**config.mk**
```make
export PLATFORM = sky130hd
export DESIGN_NAME = icache_ctrl
export DESIGN_NICKNAME = d
export VERILOG_FILES = /design/src/rtl/icache_ctrl.sv
export SDC_FILE = /design/constraint.sdc
export NUM_CORES = 1
export LEC_CHECK = 0
export ABC_CLOCK_PERIOD_IN_PS = 3800
export CAP_MARGIN = 20
export CORE_UTILIZATION = 40
export CTS_CLUSTER_SIZE = 10
export DETAILED_ROUTE_END_ITERATION = 7
export PLACE_DENSITY = 0.83
export SLEW_MARGIN = 20
export SYNTH_ARGS = -nofsm -noshare
export SYNTH_HDL_FRONTEND = slang
export SYNTH_SLANG_ARGS = --single-unit
```
**constraint.sdc**
```tcl
create_clock -name clk -period 3.8 [get_ports clk]
set_input_delay 0.57 -clock clk [delete_from_list [all_inputs] [get_ports clk]]
set_output_delay 0.57 -clock clk [all_outputs]
set_load 0.02 [all_outputs]
```
**src/rtl/icache_ctrl.sv**
```systemverilog
// ============================================================================
// Module   : icache_ctrl
// Brief    : Control FSM for a 128-set, 8-word-line direct-mapped I-cache.
// Revision : 1.0 - initial release
// ============================================================================
`default_nettype none

module icache_ctrl #(
    parameter int LINE_WORDS = 8,
    parameter int SETS       = 128
) (
    input  logic        clk,
    input  logic        resetn,
    input  logic        cpu_req,
    input  logic [31:0] cpu_addr,
    output logic        cpu_addr_ok,
    output logic        cpu_data_ok,
    output logic [31:0] cpu_rdata,
    output logic [6:0]  tag_qindex,
    output logic [19:0] tag_qtag,
    input  logic        tag_hit,
    output logic        tag_wen,
    output logic [6:0]  tag_windex,
    output logic [19:0] tag_wtag,
    output logic        tag_valid,
    output logic [9:0]  data_raddr,
    input  logic [31:0] data_rdata,
    output logic        data_wen,
    output logic [9:0]  data_waddr,
    output logic [31:0] data_wdata,
    output logic        rd_req,
    output logic [31:0] rd_addr,
    input  logic        rd_rdy,
    input  logic        ret_valid,
    input  logic        ret_last,
    input  logic [31:0] ret_data
);

    localparam int BEAT_W  = $clog2(LINE_WORDS);
    localparam int INDEX_W = $clog2(SETS);
    localparam logic [INDEX_W-1:0] LAST_SET = INDEX_W'(SETS - 1);

    localparam logic [2:0] S_INIT    = 3'd0;
    localparam logic [2:0] S_IDLE    = 3'd1;
    localparam logic [2:0] S_LOOKUP  = 3'd2;
    localparam logic [2:0] S_MISS    = 3'd3;
    localparam logic [2:0] S_REFILL  = 3'd4;
    localparam logic [2:0] S_RESPOND = 3'd5;

    logic [2:0]         state_q,    state_d;
    logic [INDEX_W-1:0] init_cnt_q, init_cnt_d;
    logic [BEAT_W-1:0]  beat_q,     beat_d;
    logic [29:0]        req_addr_q, req_addr_d;   // word address, cpu_addr[31:2]
    logic [31:0]        crit_q,     crit_d;
    logic [31:0]        rdata_q,    rdata_d;

    logic [19:0] w_req_tag;
    logic [6:0]  w_req_index;
    logic [2:0]  w_req_word;
    logic        w_unused_addr;

    assign w_req_tag     = req_addr_q[29:10];
    assign w_req_index   = req_addr_q[9:3];
    assign w_req_word    = req_addr_q[2:0];
    assign w_unused_addr = ^cpu_addr[1:0];

    always_comb begin
        state_d    = state_q;
        init_cnt_d = init_cnt_q;
        beat_d     = beat_q;
        req_addr_d = req_addr_q;
        crit_d     = crit_q;
        case (state_q)
            S_INIT: begin
                init_cnt_d = init_cnt_q + 1'b1;
                if (init_cnt_q == LAST_SET) state_d = S_IDLE;
            end
            S_IDLE: begin
                if (cpu_req) begin
                    req_addr_d = cpu_addr[31:2];
                    state_d    = S_LOOKUP;
                end
            end
            S_LOOKUP: state_d = tag_hit ? S_IDLE : S_MISS;
            S_MISS: begin
                if (rd_rdy) begin
                    beat_d  = '0;
                    state_d = S_REFILL;
                end
            end
            S_REFILL: begin
                if (ret_valid) begin
                    beat_d = beat_q + 1'b1;
                    if (beat_q == w_req_word) crit_d = ret_data;
                    if (ret_last) state_d = S_RESPOND;
                end
            end
            S_RESPOND: state_d = S_IDLE;
            default:   state_d = S_INIT;
        endcase
    end

    always_comb begin
        cpu_addr_ok = 1'b0;
        cpu_data_ok = 1'b0;
        cpu_rdata   = rdata_q;
        tag_qindex  = w_req_index;
        tag_qtag    = w_req_tag;
        data_raddr  = {w_req_index, w_req_word};
        tag_wen     = 1'b0;
        tag_windex  = '0;
        tag_wtag    = '0;
        tag_valid   = 1'b0;
        data_wen    = 1'b0;
        data_waddr  = '0;
        data_wdata  = '0;
        rd_req      = 1'b0;
        rd_addr     = '0;
        case (state_q)
            S_INIT: begin
                // Gated so the sweep does not write while reset is still held.
                tag_wen    = resetn;
                tag_windex = init_cnt_q;
            end
            S_IDLE: cpu_addr_ok = 1'b1;
            S_LOOKUP: begin
                if (tag_hit) begin
                    cpu_data_ok = 1'b1;
                    cpu_rdata   = data_rdata;
                end
            end
            S_MISS: begin
                rd_req  = 1'b1;
                rd_addr = {w_req_tag, w_req_index, 5'b0};
            end
            S_REFILL: begin
                if (ret_valid) begin
                    data_wen   = 1'b1;
                    data_waddr = {w_req_index, beat_q};
                    data_wdata = ret_data;
                    if (ret_last) begin
                        tag_wen    = 1'b1;
                        tag_windex = w_req_index;
                        tag_wtag   = w_req_tag;
                        tag_valid  = 1'b1;
                    end
                end
            end
            S_RESPOND: begin
                cpu_data_ok = 1'b1;
                cpu_rdata   = crit_q;
            end
            default: ;
        endcase
    end

    assign rdata_d = cpu_data_ok ? cpu_rdata : rdata_q;

    always_ff @(posedge clk or negedge resetn) begin
        if (!resetn) begin
            state_q    <= S_INIT;
            init_cnt_q <= '0;
            beat_q     <= '0;
            req_addr_q <= '0;
            crit_q     <= '0;
            rdata_q    <= '0;
        end else begin
            state_q    <= state_d;
            init_cnt_q <= init_cnt_d;
            beat_q     <= beat_d;
            req_addr_q <= req_addr_d;
            crit_q     <= crit_d;
            rdata_q    <= rdata_d;
        end
    end

endmodule

`default_nettype wire

```
==> metrics.yaml, run 1 <==
ys_warn_count: 0
cp_max_fo: 20
die_w_um: 120
seq_area_frac_synth: 0.484
yosysTopAreaCellShare: 0.484
wl_um: 15700
post_cts_buffers: 0
diodes: 0
cts_buffers: 9
worstReg2RegEnd: "crit_q[16]"
worst_path_largest_cell_delay_ns: 0.65
fillCellCount: 1022
post-dp-hpwl_um: 11500
area_growth_pct: 56.2
drc: 0
slew_viol_final: 0
io_pins: 279
h-tree-depth: 3
grt_pass1_wl_um: 24400
synth_area_um2: 5530
io_buffers: 271
layout-drive-gt1-share: 0.0579
avgViaCountPerCell: 5.19
vias: 4679
clock_sinks: 107
finalSetupTns_ns: 0
timing.final.crit_period_ns: 3.34
layout_common_cells: "clkdlybuf4s50_1, dfrtp_1, and2_1, a21o_1, mux2_1"
irDropWorstVdd_uv: 469
synth.distinct_cells: 37
synth_top_area_cell: "dfrtp_1"
start_kind: "flip-flop"
critPathBufInv: 2
insertion_delay_ns: 0.34
wl_per_cell_um: 17.4
drv_cap: 0
yosys_register_bits: 107
rrSetupSlack_ns: 1.06
finalCritPeriodShare: 0.878
die_y_um: 120
cts_hold_buffers: 0
postRouteAntennaNets: 0
p_per_area_nw_per_um2: 699
cp_cell_sequence: "nor3b_2 > and3_1 > buf_4 > and2_1 > clkdlybuf4s50_1"
syn_avg_cell_area_um2: 11.7
p_leak_nw: 4.19
crit_path_start: "state_q[2]"
rr_worst_depth: 6
clock_path_buffers: 2
worst_ep_arrival_time_ns: 2.77
grt_usage: 0.219
hold_class: "in -> async"
tritoncts: "done"
worst-path-stages: 5
synth_cells: 471
crit_type: "reg -> out"
fin_worst_skew_ns: 0.00881
grt_pass1_vias: 4864
hold_viol_final: 0
setup_viol: 0
overflow: 0
start_util: 0.414
path_clk_slew_ns: 0.07
cts_resized: 0
num_rows: 42
cp_slowest_cell: "clkdlybuf4s50_1"
fin_nets: 826
layout_commonest_cell: "clkdlybuf4s50_1"
finalWeightedCongestion: 0.775
drtIter0Drc: 202
grt_max_degree: 62
worst_pin_slew_ns: 0.755
holdWs_ns: 0.331
reg2reg_from: "state_q[0]"
grt_antenna_before_repair: 0
clock.fmax_mhz: 300
relSlewSlack: 0.497
clock-root-buffer: "clkbuf_16"
status: "complete, no violations"
rsz0062_at_grt: "no"
crit_required_ns: 3.23
core-area_um2: 13300
dieArea_um2: 14300
first_pass_iters: 4
synth_area_leaders: "dfrtp_1, mux2_1, a21o_1"
endpoint_kind: "output pin"
cp_top_family: "buffers and inverters"
-- synth_stat cells, drive strengths merged --
cell,number
dfrtp,107
a21o,64
and2,64
mux2,64
a22o,40
buf,40
and3,29
clkbuf,12
xnor2,8
nand2,4
nand4,4
inv,3
nand3,3
nor2b,3
a311o,2
and3b,2
and4,2
ha,2
nand3b,2
nor2,2
nor3b,2
nor4bb,2
a21oi,1
a311oi,1
a31o,1
a31oi,1
conb,1
nand2b,1
nor3,1
o21a,1
o21ai,1
xor2,1
-- metal layers --
metal / track usage / part of all wire / wire length, um
met5: 0 / 0 / 0
met4: 0.0859 / 0.025 / 384
met3: 0.0461 / 0.066 / 1030
met2: 0.395 / 0.52 / 8100
met1: 0.251 / 0.39 / 6140
-- registers in the layout (all words and copies together) (netlist names) --
register	count
state_q	3
rdata_q	32
init_cnt_q	7
beat_q	3
req_addr_q	30
crit_q	32
-- final cells by class --
cell class	instances	area [um2]	share of cell area
Multi-Input combinational cell	313	2550	0.295
Inverter	3	11.3	0.00130
Tap cell	176	220	0.0255
Timing Repair Buffer	287	2860	0.331
Sequential cell	107	2680	0.310
Clock buffer	12	246	0.0286
Clock inverter	4	73.8	0.00855
-- worst max-delay path by stage --
stage,slack (ns),to
2_1_floorplan,1.69,cpu_rdata[17]
3_3_place_gp,0.51,cpu_rdata[31]
3_5_place_dp,0.45,cpu_rdata[16]
4_1_cts,0.43,tag_wtag[6]
5_1_grt,0.25,tag_wtag[6]
6_report,0.46,tag_wtag[6]
-- metrics by stage --
step           instances  area [um2]  total power, mW   util  setup slack (ns)
2_1_floorplan        475        5540             3.65      -              1.69
3_3_place_gp         886        8310             4.97  0.623             0.510
3_5_place_dp         886        8310             5.07  0.623             0.450
4_1_cts              902        8630             6.10  0.647             0.435
5_1_grt              902        8630             6.35  0.647             0.253
6_report             902        8630             6.03  0.647             0.463
-- power breakdown --
group          switching, mW  leakage (nW)  internal (mW)
combinational           1.49          2.66           1.58
sequential             0.407          1.37           1.56
clock                  0.397         0.157          0.596
-- cell families after synthesis --
family	synth area share
adder cells (fa/ha/maj)	0.00453
XOR/XNOR	0.0143
buffers and inverters	0.0614
AND/OR/NAND/NOR	0.143
flip-flops	0.484
multiplexers	0.130
other	0.000679
AO/OA/AOI/OAI	0.161
No activity file was read; power rests on OpenSTA's default activity.
==> inputs of run 2 (changes only) <==
--- a/config.mk
+++ b/config.mk
@@ -7,7 +7,9 @@
 export LEC_CHECK = 0
 export ABC_CLOCK_PERIOD_IN_PS = 3800
 export CAP_MARGIN = 20
+export CORE_MARGIN = 2
 export CORE_UTILIZATION = 40
+export CTS_BUF_LIST = sky130_fd_sc_hd__clkbuf_4 sky130_fd_sc_hd__clkbuf_8
 export CTS_CLUSTER_SIZE = 10
 export DETAILED_ROUTE_END_ITERATION = 7
 export PLACE_DENSITY = 0.83
==> run 2 against run 1 <==
Sequential power about the same. Power fell by 3.6%. Cell area fell by 1.2%. Cell count down 0.22%. Combinational power up 1%. Non-clock buffer count down 1. Clock-buffer cell count is 3 lower. Via count hardly changed. Die area rose by 3.4%. Largest cell class unchanged. Highest routed layer unchanged.
==> metrics.yaml, run 2 (synthesis results as in run 1) <==
finalSetupTns_ns: 0  # unchanged
diodes: 0  # unchanged
grt_usage: 0.214  # -0.00498
fin_nets: 825  # -0.12%
setup_viol: 0  # unchanged
avgViaCountPerCell: 5.20  # +0.16%
tritoncts: "done"
layout_commonest_cell: "clkdlybuf4s50_1"
cp_cell_sequence: "clkdlybuf4s50_1 > nor4bb_4 > nor2_4 > buf_16 > buf_4 > a21o_1 > clkdlybuf4s50_1"
clkPwrFrac: 0.132  # -0.033
worst_pin_slew_ns: 0.833  # +0.0775 ns
switching_power_mw: 2.29  # +0.11%
layout_common_cells: "clkdlybuf4s50_1, dfrtp_1, and2_1, a21o_1, mux2_1"
layout-drive-gt1-share: 0.0580  # +0.000160
critPathBufInv: 4  # +2
core-area_um2: 13300  # unchanged
combPwrFrac: 0.534  # +0.025
h-tree-depth: 3  # unchanged
slew_viol_final: 0  # unchanged
postRouteAntennaNets: 0  # unchanged
io_buffers: 271  # unchanged
hold_viol_final: 0  # unchanged
die_w_um: 122  # +1.7%
rr_worst_depth: 6  # unchanged
cts_resized: 0  # unchanged
clock_path_buffers: 2  # unchanged
cp_max_fo: 33  # +65%
crit_type: "in -> out"
first_pass_iters: 4  # unchanged
start_kind: "input pin"
cp_top_family: "buffers and inverters"
worst_path_largest_cell_delay_ns: 0.60  # -0.05 ns
fillCellCount: 1046  # +2.3%
layout_setup_ws_ns: 0.289  # -0.174 ns
clock-root-buffer: "clkbuf_8"
num_rows: 42  # unchanged
setup.worst_path.end: "cpu_rdata[7]"
swShare: 0.394  # +0.0146
drv_cap: 0  # unchanged
worst-path-stages: 7  # +2
cp_slowest_cell: "nor2_4"
grt_pass1_vias: 4899  # +0.72%
drc: 0  # unchanged
clock.fmax_mhz: 285  # -5.0%
hold_class: "in -> async"
clock_sinks: 107  # unchanged
grt_pass1_wl_um: 24700  # +1.0%
fin_worst_skew_ns: 0.00875  # -0.0000682 ns
crit_path_start: "tag_hit"
area_growth_pct: 54.3
die_y_um: 122  # +1.7%
finalWeightedCongestion: 0.818  # +5.6%
crit_required_ns: 3.23  # about the same
io_pins: 279  # unchanged
cp_common_cell: "clkdlybuf4s50_1"
post_cts_buffers: 0  # unchanged
worst_ep_arrival_time_ns: 2.94  # +0.17 ns
endpoint_kind: "output pin"
insertion_delay_ns: 0.38  # +0.04 ns
path_clk_slew_ns: 0.10  # +0.03 ns
drtIter0Drc: 129  # -36%
rrSetupSlack_ns: 1.14  # +0.08 ns
reg2reg_from: "state_q[0]"
top_regs: "crit_q x32, rdata_q x32, req_addr_q x30"
timing.final.crit_period_ns: 3.51  # +0.174 ns
irDropWorstVdd_uv: 530  # +13%
pre_cts_ws_ns: 0.268  # -0.182 ns
status: "complete, no violations"
area.sequential_um2: 2680  # unchanged
seqPwrFrac: 0.334  # +0.007
worstReg2RegEnd: "crit_q[23]"
post-dp-hpwl_um: 11600  # +0.67%
cts_buffers: 9  # unchanged
relSlewSlack: 0.445  # -0.0517
wl_per_cell_um: 17.6  # +1.4%
vias: 4676  # -0.064%
p_leak_nw: 4.14  # -1.3%
finalCritPeriodShare: 0.924  # +0.0459
grt_max_degree: 66  # +6.5%
rsz0062_at_grt: "no"
grt_antenna_before_repair: 0  # unchanged
intPower_mw: 3.52  # -5.9%
overflow: 0  # unchanged
dieArea_um2: 14800  # +3.4%
start_util: 0.414  # unchanged
wl_um: 15800  # +1.2%
multiInputGateArea_um2: 2550  # unchanged
p_per_area_nw_per_um2: 682  # -2.4%
cts_hold_buffers: 0  # unchanged
-- run 2: changes by cell type in the layout (fill, tap and decap cells not counted), sizes merged --
cell / previous run / this run
buf: 17 / 16
clkbuf: 12 / 9
inv: 3 / 4
clkinvlp: 0 / 1
-- run 2: per-layer routing --
layer | global-route usage | share of wire | vias to the layer above
met5 | 0 | 0 | -
met1 | 0.245 | 0.39 | 2287
met2 | 0.382 | 0.51 | 196
met4 | 0.0884 | 0.029 | 0
met3 | 0.0520 | 0.073 | 30
li1 | - | - | 2163
-- run 2: layout make-up --
cell class | count | share of cell area
Inverter | 3 | 0.00132
Timing Repair Buffer | 286 | 0.335
Tap cell | 176 | 0.0258
Multi-Input combinational cell | 313 | 0.299
Clock inverter | 6 | 0.0106
Sequential cell | 107 | 0.314
Clock buffer | 9 | 0.0145
-- run 2: how the worst min path moves through the flow --
stage	start	to	slack, ns
2_1_floorplan	resetn	beat_q[0]	0.27
3_3_place_gp	rdata_q[14]	rdata_q[14]	0.46
3_5_place_dp	rdata_q[17]	rdata_q[17]	0.47
4_1_cts	resetn	req_addr_q[4]	0.16
5_1_grt	resetn	req_addr_q[4]	0.19
6_report	resetn	req_addr_q[4]	0.15
-- run 2: through the flow --
stage          utilization  std cells  hold WS [ns]  power (mW)  instance area [um2]
3_5_place_dp         0.623        885         0.465        5.08                 8310
2_1_floorplan            -        475         0.274        3.65                 5540
5_1_grt              0.639        900         0.185        6.12                 8530
4_1_cts              0.639        900         0.159        5.87                 8530
3_3_place_gp         0.621        884         0.459        4.97                 8290
6_report             0.639        900         0.150        5.82                 8530
-- run 2: power by group through the flow --
stage | registers (mW) | logic (mW) | clock network, mW
floorplan | 2.05 | 1.60 | 0
global placement | 1.92 | 3.05 | 0
detailed placement | 1.96 | 3.13 | 0
CTS | 1.94 | 3.14 | 0.794
global route | 2.00 | 3.30 | 0.829
finish | 1.94 | 3.11 | 0.767
-- run 2: worst reg2reg max path, stage by stage (launching register included) --
cell and delay (ns):
dfrtp_1 0.43, buf_4 0.27, nor4bb_4 0.59, buf_12 0.27, and4_2 0.37, buf_4 0.28
mux2_1 0.36
